File: config.mk
export PLATFORM = sky130hd
export DESIGN_NAME = apb_master_arbiter
export DESIGN_NICKNAME = d
export VERILOG_FILES = /design/src/rtl/apb_master_arbiter.sv
export SDC_FILE = /design/constraint.sdc
export NUM_CORES = 1
export LEC_CHECK = 0
export CAP_MARGIN = 20
export CELL_PAD_IN_SITES_DETAIL_PLACEMENT = 2
export CELL_PAD_IN_SITES_GLOBAL_PLACEMENT = 2
export CORE_MARGIN = 5
export CORE_UTILIZATION = 19
export CTS_CLUSTER_SIZE = 12
export DETAILED_ROUTE_END_ITERATION = 7
export HOLD_SLACK_MARGIN = 0.15
export PLACE_DENSITY_LB_ADDON = 0.08
export SLEW_MARGIN = 20
export SYNTH_ARGS = -nofsm -noshare
export SYNTH_HDL_FRONTEND = slang
export SYNTH_SLANG_ARGS = --single-unit
File: constraint.sdc
create_clock -name clk_i -period 2.2 [get_ports clk_i]
set_clock_uncertainty 0.05 [all_clocks]
set_input_delay 0.22 -clock clk_i [delete_from_list [all_inputs] [get_ports clk_i]]
set_output_delay 0.22 -clock clk_i [all_outputs]
set_load 0.02 [all_outputs]
File: src/rtl/apb_master_arbiter.sv
// apb_master_arbiter: round-robin share of one APB slave port among NUM_MASTERS requesters,
// replaying the winner's request downstream with an optional access timeout.
module apb_master_arbiter #(
  parameter int NUM_MASTERS    = 2,
  parameter int APB_ADDR_WIDTH = 32,
  parameter int APB_DATA_WIDTH = 32,
  parameter int TIMEOUT_CYCLES = 0
) (
  input  logic                                   clk_i,
  input  logic                                   rst_i,
  input  logic [NUM_MASTERS-1:0]                 s_psel_i,
  input  logic [NUM_MASTERS-1:0]                 s_penable_i,
  input  logic [NUM_MASTERS-1:0]                 s_pwrite_i,
  input  logic [NUM_MASTERS*APB_ADDR_WIDTH-1:0]  s_paddr_i,
  input  logic [NUM_MASTERS*APB_DATA_WIDTH-1:0]  s_pwdata_i,
  output logic [NUM_MASTERS*APB_DATA_WIDTH-1:0]  s_prdata_o,
  output logic [NUM_MASTERS-1:0]                 s_pready_o,
  output logic [NUM_MASTERS-1:0]                 s_pslverr_o,
  output logic                                   m_psel_o,
  output logic                                   m_penable_o,
  output logic                                   m_pwrite_o,
  output logic [APB_ADDR_WIDTH-1:0]              m_paddr_o,
  output logic [APB_DATA_WIDTH-1:0]              m_pwdata_o,
  input  logic [APB_DATA_WIDTH-1:0]              m_prdata_i,
  input  logic                                   m_pready_i,
  input  logic                                   m_pslverr_i,
  output logic                                   busy_o,
  output logic                                   timeout_o
);
  localparam int IW = $clog2(NUM_MASTERS);
  localparam int CW = TIMEOUT_CYCLES > 1 ? $clog2(TIMEOUT_CYCLES) : 1;
  typedef enum logic [1:0] {IDLE, SETUP, ACCESS, RESP} state_t;
  state_t                r_state, w_next;
  logic [IW-1:0]         r_ptr, r_win, w_win;
  logic [IW:0]           w_idx;
  logic [CW-1:0]         r_cnt;
  logic                  w_timeout, w_err, w_psel, w_penable, w_busy, w_unused;
  logic [APB_DATA_WIDTH-1:0] w_rdata;
  assign w_unused = ^s_penable_i;
  // first requester at or after the pointer, wrapping; lowest offset wins
  always_comb begin
    w_win = r_ptr;
    w_idx = '0;
    for (int k = NUM_MASTERS - 1; k >= 0; k--) begin
      w_idx = {1'b0, r_ptr} + (IW+1)'(k);
      if (w_idx >= (IW+1)'(NUM_MASTERS)) w_idx = w_idx - (IW+1)'(NUM_MASTERS);
      if (s_psel_i[w_idx[IW-1:0]]) w_win = w_idx[IW-1:0];
    end
  end
  assign w_timeout = (TIMEOUT_CYCLES != 0) && !m_pready_i && (r_cnt == CW'(TIMEOUT_CYCLES - 1));
  always_comb begin
    w_next = IDLE;
    unique case (r_state)
      IDLE:    w_next = |s_psel_i ? SETUP : IDLE;
      SETUP:   w_next = ACCESS;
      ACCESS:  w_next = (m_pready_i || w_timeout) ? RESP : ACCESS;
      default: w_next = IDLE;
    endcase
  end
  always_comb begin
    w_psel    = (w_next == SETUP) || (w_next == ACCESS);
    w_penable = w_next == ACCESS;
    w_busy    = w_next != IDLE;
    w_rdata   = (m_pready_i && !m_pwrite_o) ? m_prdata_i : '0;
    w_err     = m_pready_i ? m_pslverr_i : 1'b1;
  end
  always_ff @(posedge clk_i) begin
    if (rst_i) begin
      r_state     <= IDLE;
      r_ptr       <= '0;
      r_win       <= '0;
      r_cnt       <= '0;
      m_psel_o    <= 1'b0;
      m_penable_o <= 1'b0;
      m_pwrite_o  <= 1'b0;
      m_paddr_o   <= '0;
      m_pwdata_o  <= '0;
      busy_o      <= 1'b0;
      timeout_o   <= 1'b0;
      s_pready_o  <= '0;
      s_prdata_o  <= '0;
      s_pslverr_o <= '0;
    end else begin
      r_state     <= w_next;
      m_psel_o    <= w_psel;
      m_penable_o <= w_penable;
      busy_o      <= w_busy;
      timeout_o   <= 1'b0;
      s_pready_o  <= '0;
      s_prdata_o  <= '0;
      s_pslverr_o <= '0;
      if (r_state == IDLE && |s_psel_i) begin
        r_win      <= w_win;
        m_pwrite_o <= s_pwrite_i[w_win];
        m_paddr_o  <= s_paddr_i[w_win*APB_ADDR_WIDTH +: APB_ADDR_WIDTH];
        m_pwdata_o <= s_pwdata_i[w_win*APB_DATA_WIDTH +: APB_DATA_WIDTH];
      end
      if (r_state == ACCESS) r_cnt <= r_cnt + 1'b1;
      if (r_state == ACCESS && w_next == RESP) begin
        s_pready_o[r_win]                                 <= 1'b1;
        s_pslverr_o[r_win]                                <= w_err;
        s_prdata_o[r_win*APB_DATA_WIDTH +: APB_DATA_WIDTH] <= w_rdata;
        timeout_o                                         <= !m_pready_i;
      end
      if (r_state == RESP) begin
        r_ptr <= (r_win == IW'(NUM_MASTERS - 1)) ? '0 : r_win + 1'b1;
        r_cnt <= '0;
      end
    end
  end
endmodule
### Word-level counts from Yosys, hierarchy flattened

Index checks and enable logic that the tools add are counted.

| storage, ports and cells | value |
|---|---|
| output and inout port bits | 137 |
| memory bits (writable) | 0 |
| bits in registers | 141 |
| latch bits | 0 |
| bits in read-only memories | 0 |
| input bits | 170 |
| memories kept | 0 |

| cells by class | value |
|---|---|
| add/sub/neg operators | 5 |
| reductions and logical operators | 11 |
| $mul | 0 |
| muxes and demuxes | 18 |
| equality and inequality tests | 6 |
| shifts and indexed selects | 4 |
| order comparisons | 7 |
| div/mod/pow operators | 0 |
| bitwise gates (word level) | 3 |

Operators with widths:

| kind | count |
|---|---|
| $shiftx A64 B7 Y32 | 2 |
| $and A64 B64 Y64 | 1 |
| $shift A32 B34 Y64 const A | 1 |
| $shiftx A32 B34 Y64 | 1 |
| $neg A6 Y34 | 1 |
| $mux W32 | 1 |
| $mux W1 | 15 |
| $eq A2 B2 Y1 const B | 4 |
| $lt A1 B2 Y1 const B | 4 |
| $pmux W2 S3 | 1 |
| $eq A2 B1 Y1 const B | 2 |
| $logic_and A1 B1 Y1 | 4 |
| $reduce_or A2 Y1 | 2 |
| $add A1 B1 Y2 const B | 1 |
| $and A2 B2 Y2 | 1 |
| $ge A1 B2 Y1 const B | 1 |
| $ge A2 B2 Y1 const B | 1 |
| $logic_not A1 Y1 | 2 |
| $logic_not A2 Y1 | 1 |
| $reduce_bool A2 Y1 | 1 |
| $sub A1 B1 Y1 const B | 2 |
| $add A1 B1 Y1 const B | 1 |
| $demux W1 S1 | 1 |
| $ge A1 B1 Y1 const B | 1 |
| 2 further kinds | 2 |

### Depth between registers and ports, before layout

Gate-level depths: netlist (run 1).

| logic depth | value |
|---|---|
| depth in word-level cells | 9 |
| depth in mapped cells | 11 |
| gate-level depth less buffers | 9 |

### Worst setup path before layout (run 1)

Ideal clock, no wire load.

| timing path | value |
|---|---|
| path type | register to register |
| from | reg r_state[0] |
| to | reg s_prdata_o[54] |
| path buffers | 2 |
| data required time | 2,090 ps |
| period minus slack after synthesis | 2,126 ps |
| path slack | 74 ps |
| data arrival time | 2,016 ps |
| cell stages (with the launch flop) | 12 |
| path through | dfxtp_1 inv_1 ha_1 o21ai_0 buf_2 a21o_1 inv_1 ha_1 nand3b_1 nor2_1 clkbuf_1 and3_1 |

| on the way | value |
|---|---|
| word-level cells in the longest chain between the ends | 6 |
| elaborated cells on any way between the ends | 8 |
| classes of those cells | eq/ne: 3; mux: 1; bitwise: 1; reduce/logical: 3 |

Ends and longest elaborated chain:

| element | line | text |
|---|---|---|
| from (decl) | 33 | `state_t r_state, w_next;` |
| from (signal assigned) | 84 | `r_state <= w_next;` |
| $eq A2 B2 Y1 (tied with other cells) | 53 | `unique case (r_state)` |
| $pmux W2 S3 * | 53 |  |
| via w_next[0] | 33 |  |
| $eq A2 B2 Y1 * | 99 | `if (r_state == ACCESS && w_next == RESP) begin` |
| $logic_and A1 B1 Y1 * | 99 |  |
| $not A1 Y1 (no line) * | - |  |
| $reduce_or A2 Y1 (no line) * | - |  |
| to (signal, indexed assignment) | 102 | `s_prdata_o[r_win*APB_DATA_WIDTH +: APB_DATA_WIDTH] <= w_rdata;` |
| to (decl) | 16 | `output logic [NUM_MASTERS*APB_DATA_WIDTH-1:0] s_prdata_o,` |

Mark *: on every way through the listed nets, which the timed path passes. The rest lies on a longest branch.
A chain may end at the register's enable or synchronous reset.

### Final worst setup path (run 1)

| timing path | value |
|---|---|
| from | reg r_state[0] |
| to | reg s_prdata_o[57] |

Same word-level chain as after synthesis.

==> metrics.json, run 1 <==
{
  "ioPinCount": 307,
  "post_cts.repair.setup_buffers": 0,
  "fmax_mhz": 510,
  "ctsHtreeMaxLevel": 4,
  "mappedNetlistNets": 750,
  "cp_cell_sequence": "inv_1, ha_1, o21ai_4, a21o_1, inv_1, ha_1, nand3b_1, nor2_2, buf_12, and3_1",
  "antenna_violations_before_repair": 1,
  "cts_tree": "built",
  "die-height_um": 181,
  "run_status": "finished clean",
  "worstPathRequired_ns": 2.46,
  "place_hpwl_mm": 18.2,
  "port_buffers": 304,
  "drtAntennaViolNets": 0,
  "timing.critical_path.arrival_ns": 2.22,
  "postSynthAreaPerCell_um2": 9.75,
  "synth_common_cells": "sky130_fd_sc_hd__dfxtp_1 (141), sky130_fd_sc_hd__nor2_1 (73), sky130_fd_sc_hd__a2111oi_0 (65), sky130_fd_sc_hd__a211oi_1 (65), sky130_fd_sc_hd__o21bai_1 (65)",
  "synth-seq-area-share": 0.505,
  "critPathSlowestCell": "sky130_fd_sc_hd__dfxtp_1",
  "worst-slew-pin-transition_ns": 0.604,
  "nets": 1023,
  "clock_sinks": 141,
  "final_setup_vio_count": 0,
  "synth_async_sr_flop_share": 0,
  "dieWidth_um": 181,
  "grt_pass1_wl_mm": 40.3,
  "clkLatencyLatePin_ns": 0.42,
  "final_layout_size_suffix_gt1_frac": 0.0733,
  "final_period_minus_worst_setup_slack_ns": 1.96,
  "final.period_utilization": 0.891,
  "crit_path_max_fanout": 33,
  "fillerInstances": 3119,
  "p_int_mw": 5.54,
  "post_synthesis_cell_area_um2": 5590,
  "place_area_um2": 9060,
  "critical-path-top-delay-family": "simple AND/OR/NAND/NOR gates",
  "yosys.area.top_type": "sky130_fd_sc_hd__dfxtp_1",
  "syn-instance-count": 573,
  "detailedRoute.firstPassIterationCount": 4,
  "drt_wl_cell_um": 21.4,
  "deepest_clock_path_buffer_count": 2,
  "pwr-share-seq": 0.351,
  "ys_types": 23,
  "drt_wl_total_mm": 26.7,
  "hold_slack_ns": 0.245,
  "row_count": 62,
  "maxCapViolCount": 0,
  "synth-warning-count": 0,
  "routability_congestion_estimate_from_global_placement": 0.715,
  "synthDominantCellAreaShare": 0.505,
  "cell_with_the_most_instances_after_synthesis": "sky130_fd_sc_hd__dfxtp_1",
  "worst_hold_path_type": "input pin to flop",
  "total_switching_power_mw": 3.06,
  "core_region_area_um2": 28900,
  "synth-edff-count": 0,
  "grt_pass1_vias": 6367,
  "grt.total_usage": 0.155,
  "report.final.hold_viol_count": 0,
  "comb_power_share": 0.304,
  "power.switching_fraction": 0.356,
  "grt_overflow": 0,
  "power.clock.fraction": 0.345,
  "finish.instance_area_um2": 9680,
  "floorplan.initialDensity": 0.194,
  "drt_iter0_markers": 214,
  "timing.setup.tns_ns": 0,
  "rsz_0062_raised_after_global_routing": "false",
  "endpoint_type_of_the_worst_setup_path": "flop",
  "detail_route.drc_violations": 0,
  "layout-area-overhead-vs-synth_pct": 73.4,
  "vias_per_cell": 4.64,
  "max-vdd-ir-drop_v": 0.000577,
  "total_leakage_power_nw": 3.75,
  "synth_flop_cell": "sky130_fd_sc_hd__dfxtp_1",
  "timing.slew.headroom": 0.597,
  "maxSlewViolCount": 0,
  "synth.area.top_cells": "sky130_fd_sc_hd__dfxtp_1 (51%), sky130_fd_sc_hd__a2111oi_0 (10%), sky130_fd_sc_hd__a211oi_1 (8.7%)",
  "worstSetupStartpointType": "flop",
  "maximum_number_of_pins_on_one_net_before_global_route_repair": 73,
  "cts_inserted_buffers": 17,
  "final-seq-area_um2": 2820,
  "multi_input_area_um2": 2440,
  "critical_path.max_stage_delay_ns": 0.38,
  "critPathBufInv": 3,
  "criticalPathCategory": "flop to flop",
  "ys_ff_latch": 141,
  "clock-root-buffer": "sky130_fd_sc_hd__clkbuf_16",
  "routed-via-count": 5777,
  "cts.clk_slew.worst_paths_ns": 0.07,
  "total_power_mw": 8.60,
  "dieArea_um2": 32900,
  "power.density_cell_area_nw_per_um2": 888
}
[power groups by stage]
stage	Clock, mW	Combinational, mW	Sequential (mW)
3_3_place_gp	0	2.61	3.06
3_5_place_dp	0	2.67	3.08
2_1_floorplan	0	0.921	3.39
5_1_grt	3.20	2.83	3.06
6_report	2.97	2.61	3.02
4_1_cts	3.08	2.68	3.03
[layout by cell type, fill, tap and decap left out, types with 4 or more instances in the layout]
cell / instances
sky130_fd_sc_hd__a2111oi_0: 65
sky130_fd_sc_hd__a211oi_1: 65
sky130_fd_sc_hd__and3_1: 64
sky130_fd_sc_hd__buf_12: 9
sky130_fd_sc_hd__buf_4: 10
sky130_fd_sc_hd__clkbuf_16: 17
sky130_fd_sc_hd__clkdlybuf4s50_1: 302
sky130_fd_sc_hd__clkinv_8: 6
sky130_fd_sc_hd__dfxtp_1: 140
sky130_fd_sc_hd__ha_1: 7
sky130_fd_sc_hd__inv_1: 5
sky130_fd_sc_hd__inv_8: 4
sky130_fd_sc_hd__nor2_1: 71
sky130_fd_sc_hd__o21bai_1: 65
[flip-flops by register name, indices dropped and copies added (netlist names)]
| register | count |
|---|---|
| s_prdata_o | 64 |
| m_paddr_o | 32 |
| m_pwdata_o | 32 |
| r_state | 2 |
| s_pready_o | 2 |
| s_pslverr_o | 2 |
| busy_o | 1 |
| m_penable_o | 1 |
| m_psel_o | 1 |
| m_pwrite_o | 1 |
| r_ptr | 1 |
| r_win | 1 |
| timeout_o | 1 |
[final timing paths]
path	startpoint	to	slack (ns)	cells after the start
worst max-delay path	r_state[0]	s_prdata_o[57]	0.24	10
worst min-delay path	rst_i	r_state[1]	0.25	3
worst max register to register	r_state[0]	s_prdata_o[57]	0.24	10
worst min register to register	r_win	s_pslverr_o[0]	0.47	1
[metrics by stage]
| stage | std cells | util | worst slack [ns] |
|---|---|---|---|
| 2_1_floorplan | 573 | - | 0.0738 |
| 3_3_place_gp | 1211 | 0.314 | 0.144 |
| 3_5_place_dp | 1211 | 0.314 | 0.0560 |
| 4_1_cts | 1243 | 0.335 | 0.0814 |
| 5_1_grt | 1244 | 0.336 | 0.101 |
| 6_report | 1244 | 0.336 | 0.240 |
[final cells by class]
type / instances / share of cell area
timing repair buffer: 324 / 0.341
sequential: 141 / 0.292
multi-input combinational: 355 / 0.252
tap: 384 / 0.0496
clock buffer: 17 / 0.0439
clock inverter: 15 / 0.0193
inverter: 7 / 0.00271
antenna: 1 / 0.000258
[what timing repair did]
action                                  4_1_cts  5_1_grt
endpoints found under the setup margin        0        1
hold buffers                                  0        0
gates resized for setup                       0        1
[metal layers]
| layer | track usage | share of wire |
|---|---|---|
| met5 | 0 | 0 |
| met3 | 0.0528 | 0.064 |
| met2 | 0.262 | 0.48 |
| met1 | 0.192 | 0.45 |
| met4 | 0.0360 | 0.011 |
[worst register-to-register path: stages, from the launching register on]
cell and delay, ns:
sky130_fd_sc_hd__dfxtp_1 0.38, sky130_fd_sc_hd__inv_1 0.08, sky130_fd_sc_hd__ha_1 0.25, sky130_fd_sc_hd__o21ai_4 0.09, sky130_fd_sc_hd__a21o_1 0.15, sky130_fd_sc_hd__inv_1 0.04
sky130_fd_sc_hd__ha_1 0.18, sky130_fd_sc_hd__nand3b_1 0.17, sky130_fd_sc_hd__nor2_2 0.07, sky130_fd_sc_hd__buf_12 0.16, sky130_fd_sc_hd__and3_1 0.22
[kinds of logic (layout without fill, tap and decap cells)]
group | Yosys count | after routing | synth area share
adders and majority gates | 8 | 8 | 0.0177
buffers and inverters | 77 | 363 | 0.0625
AOI/OAI and AO/OA | 199 | 199 | 0.282
DFF | 141 | 141 | 0.505
muxes | 1 | 1 | 0.00179
other | 0 | 1 | 0
and+or+nand+nor | 147 | 147 | 0.131
(Power assumes the default switching activity.)
==> run 2, diff against run 1 <==
Settings changed: CTS_CLUSTER_DIAMETER set to 150, CTS_CLUSTER_SIZE 12 to unset, REMOVE_ABC_BUFFERS set to 1.
==> run 2 against run 1 <==
  * Combinational power grew 2%
  * Total power shrank 0.52%
  * Sequential cell count is the same
  * Design area is essentially flat
  * Critical path depth is the same
  * Global-route usage grew 0.068 points
  * Via count shrank 0.52%
  * Largest power group unchanged
  * Highest routed layer is now met5
==> metrics.json, run 2 (synthesized netlist as in run 1, its figures left out) <==
{
  "endpoint_type_of_the_worst_setup_path": "flop",
  "instances_no_fill": {"value": 1246, "change": "+0.16%"},
  "final_layout_size_suffix_gt1_frac": {"value": 0.0733, "change": "-0.0000853"},
  "cts_inserted_buffers": {"value": 17, "change": "unchanged"},
  "die-height": {"value": 181, "unit": "µm", "change": "unchanged"},
  "finish.instance_area": {"value": 9690, "unit": "µm²", "change": "about the same"},
  "timing.critical_path.arrival": {"value": 2.27, "unit": "ns", "change": "+0.05 ns"},
  "post_cts.repair.setup_buffers": {"value": 0, "change": "unchanged"},
  "row_count": {"value": 62, "change": "unchanged"},
  "place_hpwl": {"value": 18.6, "unit": "mm", "change": "+2.2%"},
  "worst-slew-pin-transition": {"value": 0.610, "unit": "ns", "change": "+0.00596 ns"},
  "drt_wl_total": {"value": 26.6, "unit": "mm", "change": "-0.36%"},
  "largest_register_ff_count": {"value": 64, "change": "unchanged"},
  "min_delay_path_depth": {"value": 3, "change": "unchanged"},
  "max-vdd-ir-drop": {"value": 0.000423, "unit": "V", "change": "-27%"},
  "floorplan.initialDensity": {"value": 0.194, "change": "unchanged"},
  "routed-via-count": {"value": 5747, "change": "-0.52%"},
  "detailedRoute.firstPassIterationCount": {"value": 4, "change": "unchanged"},
  "worstSetupStartpointType": "flop",
  "place_area": {"value": 9100, "unit": "µm²", "change": "+0.36%"},
  "worstPathRequired": {"value": 2.52, "unit": "ns", "change": "+0.06 ns"},
  "maximum_number_of_pins_on_one_net_before_global_route_repair": {"value": 66, "change": "-9.6%"},
  "nets": {"value": 1024, "change": "+0.098%"},
  "maxSlewViolCount": {"value": 0, "change": "unchanged"},
  "criticalPathCategory": "flop to flop",
  "drtAntennaViolNets": {"value": 0, "change": "unchanged"},
  "report.final.hold_viol_count": {"value": 0, "change": "unchanged"},
  "crit_path_max_fanout": {"value": 33, "change": "unchanged"},
  "dieArea": {"value": 32900, "unit": "µm²", "change": "unchanged"},
  "clock-root-buffer": "sky130_fd_sc_hd__clkbuf_16",
  "final.period_utilization": {"value": 0.886, "change": "-0.00469"},
  "reg.largest.list": "s_prdata_o (64), m_paddr_o (32), m_pwdata_o (32)",
  "port_buffers": {"value": 304, "change": "unchanged"},
  "crit-reg2reg-capture": "s_prdata_o[35]",
  "place_ws": {"value": 0.0190, "unit": "ns", "change": "-0.0370 ns"},
  "timing.slew.headroom": {"value": 0.593, "change": "-0.00398"},
  "place_inst": {"value": 1212, "change": "+0.083%"},
  "ioPinCount": {"value": 307, "change": "unchanged"},
  "layout-area-overhead-vs-synth": {"value": 73.4, "unit": "%", "change": "about the same"},
  "worst_hold_path_type": "input pin to flop",
  "clkLatencyLatePin": {"value": 0.42, "unit": "ns", "change": "about the same"},
  "cts_tree": "built",
  "total_leakage_power": {"value": 3.75, "unit": "nW", "change": "about the same"},
  "clock_sinks": {"value": 141, "change": "unchanged"},
  "maxCapViolCount": {"value": 0, "change": "unchanged"},
  "drt_iter0_markers": {"value": 147, "change": "-31%"},
  "vias_per_cell": {"value": 4.61, "change": "-0.68%"},
  "grt_pass1_vias": {"value": 6449, "change": "+1.3%"},
  "ctsHtreeMaxLevel": {"value": 4, "change": "unchanged"},
  "dieWidth": {"value": 181, "unit": "µm", "change": "unchanged"},
  "power.density_cell_area": {"value": 884, "unit": "nW/µm²", "change": "-0.56%"},
  "drt_wl_cell": {"value": 21.3, "unit": "µm", "change": "-0.52%"},
  "min_to": "r_state[1]",
  "mostFrequentLayoutCells": "sky130_fd_sc_hd__clkdlybuf4s50_1 (302), sky130_fd_sc_hd__dfxtp_1 (140), sky130_fd_sc_hd__nor2_1 (71)",
  "fmax": {"value": 513, "unit": "MHz", "change": "+0.53%"},
  "setup_slack": {"value": 0.251, "unit": "ns", "change": "+0.0103 ns"},
  "core_region_area": {"value": 28900, "unit": "µm²", "change": "unchanged"},
  "run_status": "finished clean",
  "rrSetupSlack": {"value": 0.25, "unit": "ns", "change": "about the same"},
  "grt_overflow": {"value": 0, "change": "unchanged"},
  "grt.total_usage": {"value": 0.156, "change": "+0.000680"},
  "antenna_violations_before_repair": {"value": 3, "change": "+2"},
  "layout.cells.most_common": "sky130_fd_sc_hd__clkdlybuf4s50_1",
  "detail_route.drc_violations": {"value": 0, "change": "unchanged"},
  "final_setup_vio_count": {"value": 0, "change": "unchanged"},
  "grt_pass1_wl": {"value": 40.1, "unit": "mm", "change": "-0.46%"},
  "worstReg2RegStart": "r_state[0]",
  "routability_congestion_estimate_from_global_placement": {"value": 0.700, "change": "-2.1%"},
  "registers.top_by_ff_count": "s_prdata_o",
  "rsz_0062_raised_after_global_routing": "false",
  "cts.clk_slew.worst_paths": {"value": 0.07, "unit": "ns", "change": "about the same"},
  "hold_path_startpoint": "rst_i",
  "deepest_clock_path_buffer_count": {"value": 2, "change": "unchanged"},
  "post_cts_hold_buffer_count": {"value": 0, "change": "unchanged"},
  "final_core_area_utilization": {"value": 0.336, "change": "about the same"},
  "final_period_minus_worst_setup_slack": {"value": 1.95, "unit": "ns", "change": "-0.0103 ns"},
  "rr_worst_depth": {"value": 10, "change": "unchanged"}
}
-- run 2: layout make-up --
cell class	instances	area, µm²
inverter	7	26.3
multi-input combinational	355	2440
fill	3168	19200
tap	384	480
timing repair buffer	325	3330
clock buffer	18	429
antenna	2	5.00
clock inverter	14	151
sequential	141	2820
-- run 2: through the flow --
stage	power, mW	hold WS (ns)	setup TNS [ns]
3_5_place_dp	5.80	0.471	0
3_3_place_gp	5.72	0.458	0
5_1_grt	9.04	0.263	0
4_1_cts	8.74	0.257	0
2_1_floorplan	4.23	0.237	-327.22
6_report	8.56	0.255	0
-- run 2: power breakdown --
| part | leakage [nW] | switching [mW] | internal, mW | total, mW |
|---|---|---|---|---|
| Combinational | 2.31 | 1.47 | 1.18 | 2.66 |
| Clock | 0.283 | 1.35 | 1.52 | 2.88 |
| Sequential | 1.15 | 0.177 | 2.85 | 3.03 |
| Total | 3.75 | 3.00 | 5.55 | 8.56 |
-- run 2: metal layers --
layer	track usage	wire length, µm	vias up
met2	0.277	13800	163
met5	0	19	-
met1	0.179	10800	2858
li1	-	-	2696
met3	0.0508	1520	26
met4	0.0459	470	4
-- run 2: worst max-delay path by stage --
stage / slack [ns] / to / depth (start not counted) / startpoint
final: 0.25 / s_prdata_o[35] / 10 / r_state[0]
after global placement: 0.14 / m_pwdata_o[26] / 5 / s_psel_i[0]
after CTS: 0.05 / m_pwdata_o[14] / 6 / r_state[0]
after global routing: 0.12 / s_prdata_o[3] / 10 / r_state[0]
after floorplan: -2.83 / s_prdata_o[32] / 7 / s_psel_i[1]
after detailed placement: 0.02 / m_pwdata_o[14] / 5 / s_psel_i[0]
-- run 2: worst max-delay path, cell delays in order, from the launching register on --
cell and delay [ns]:
sky130_fd_sc_hd__dfxtp_1 0.33, sky130_fd_sc_hd__inv_1 0.09, sky130_fd_sc_hd__ha_1 0.24, sky130_fd_sc_hd__o21ai_4 0.09, sky130_fd_sc_hd__a21o_1 0.17, sky130_fd_sc_hd__inv_1 0.06, sky130_fd_sc_hd__ha_1 0.15, sky130_fd_sc_hd__nand3b_1 0.15
sky130_fd_sc_hd__nor2_2 0.16, sky130_fd_sc_hd__buf_12 0.20, sky130_fd_sc_hd__and3_1 0.18
-- run 2: repair_timing --
item	4_1_cts	5_1_grt
endpoints found under the setup margin	0	3
gates resized for setup	0	1
endpoints found under the hold margin	0	0
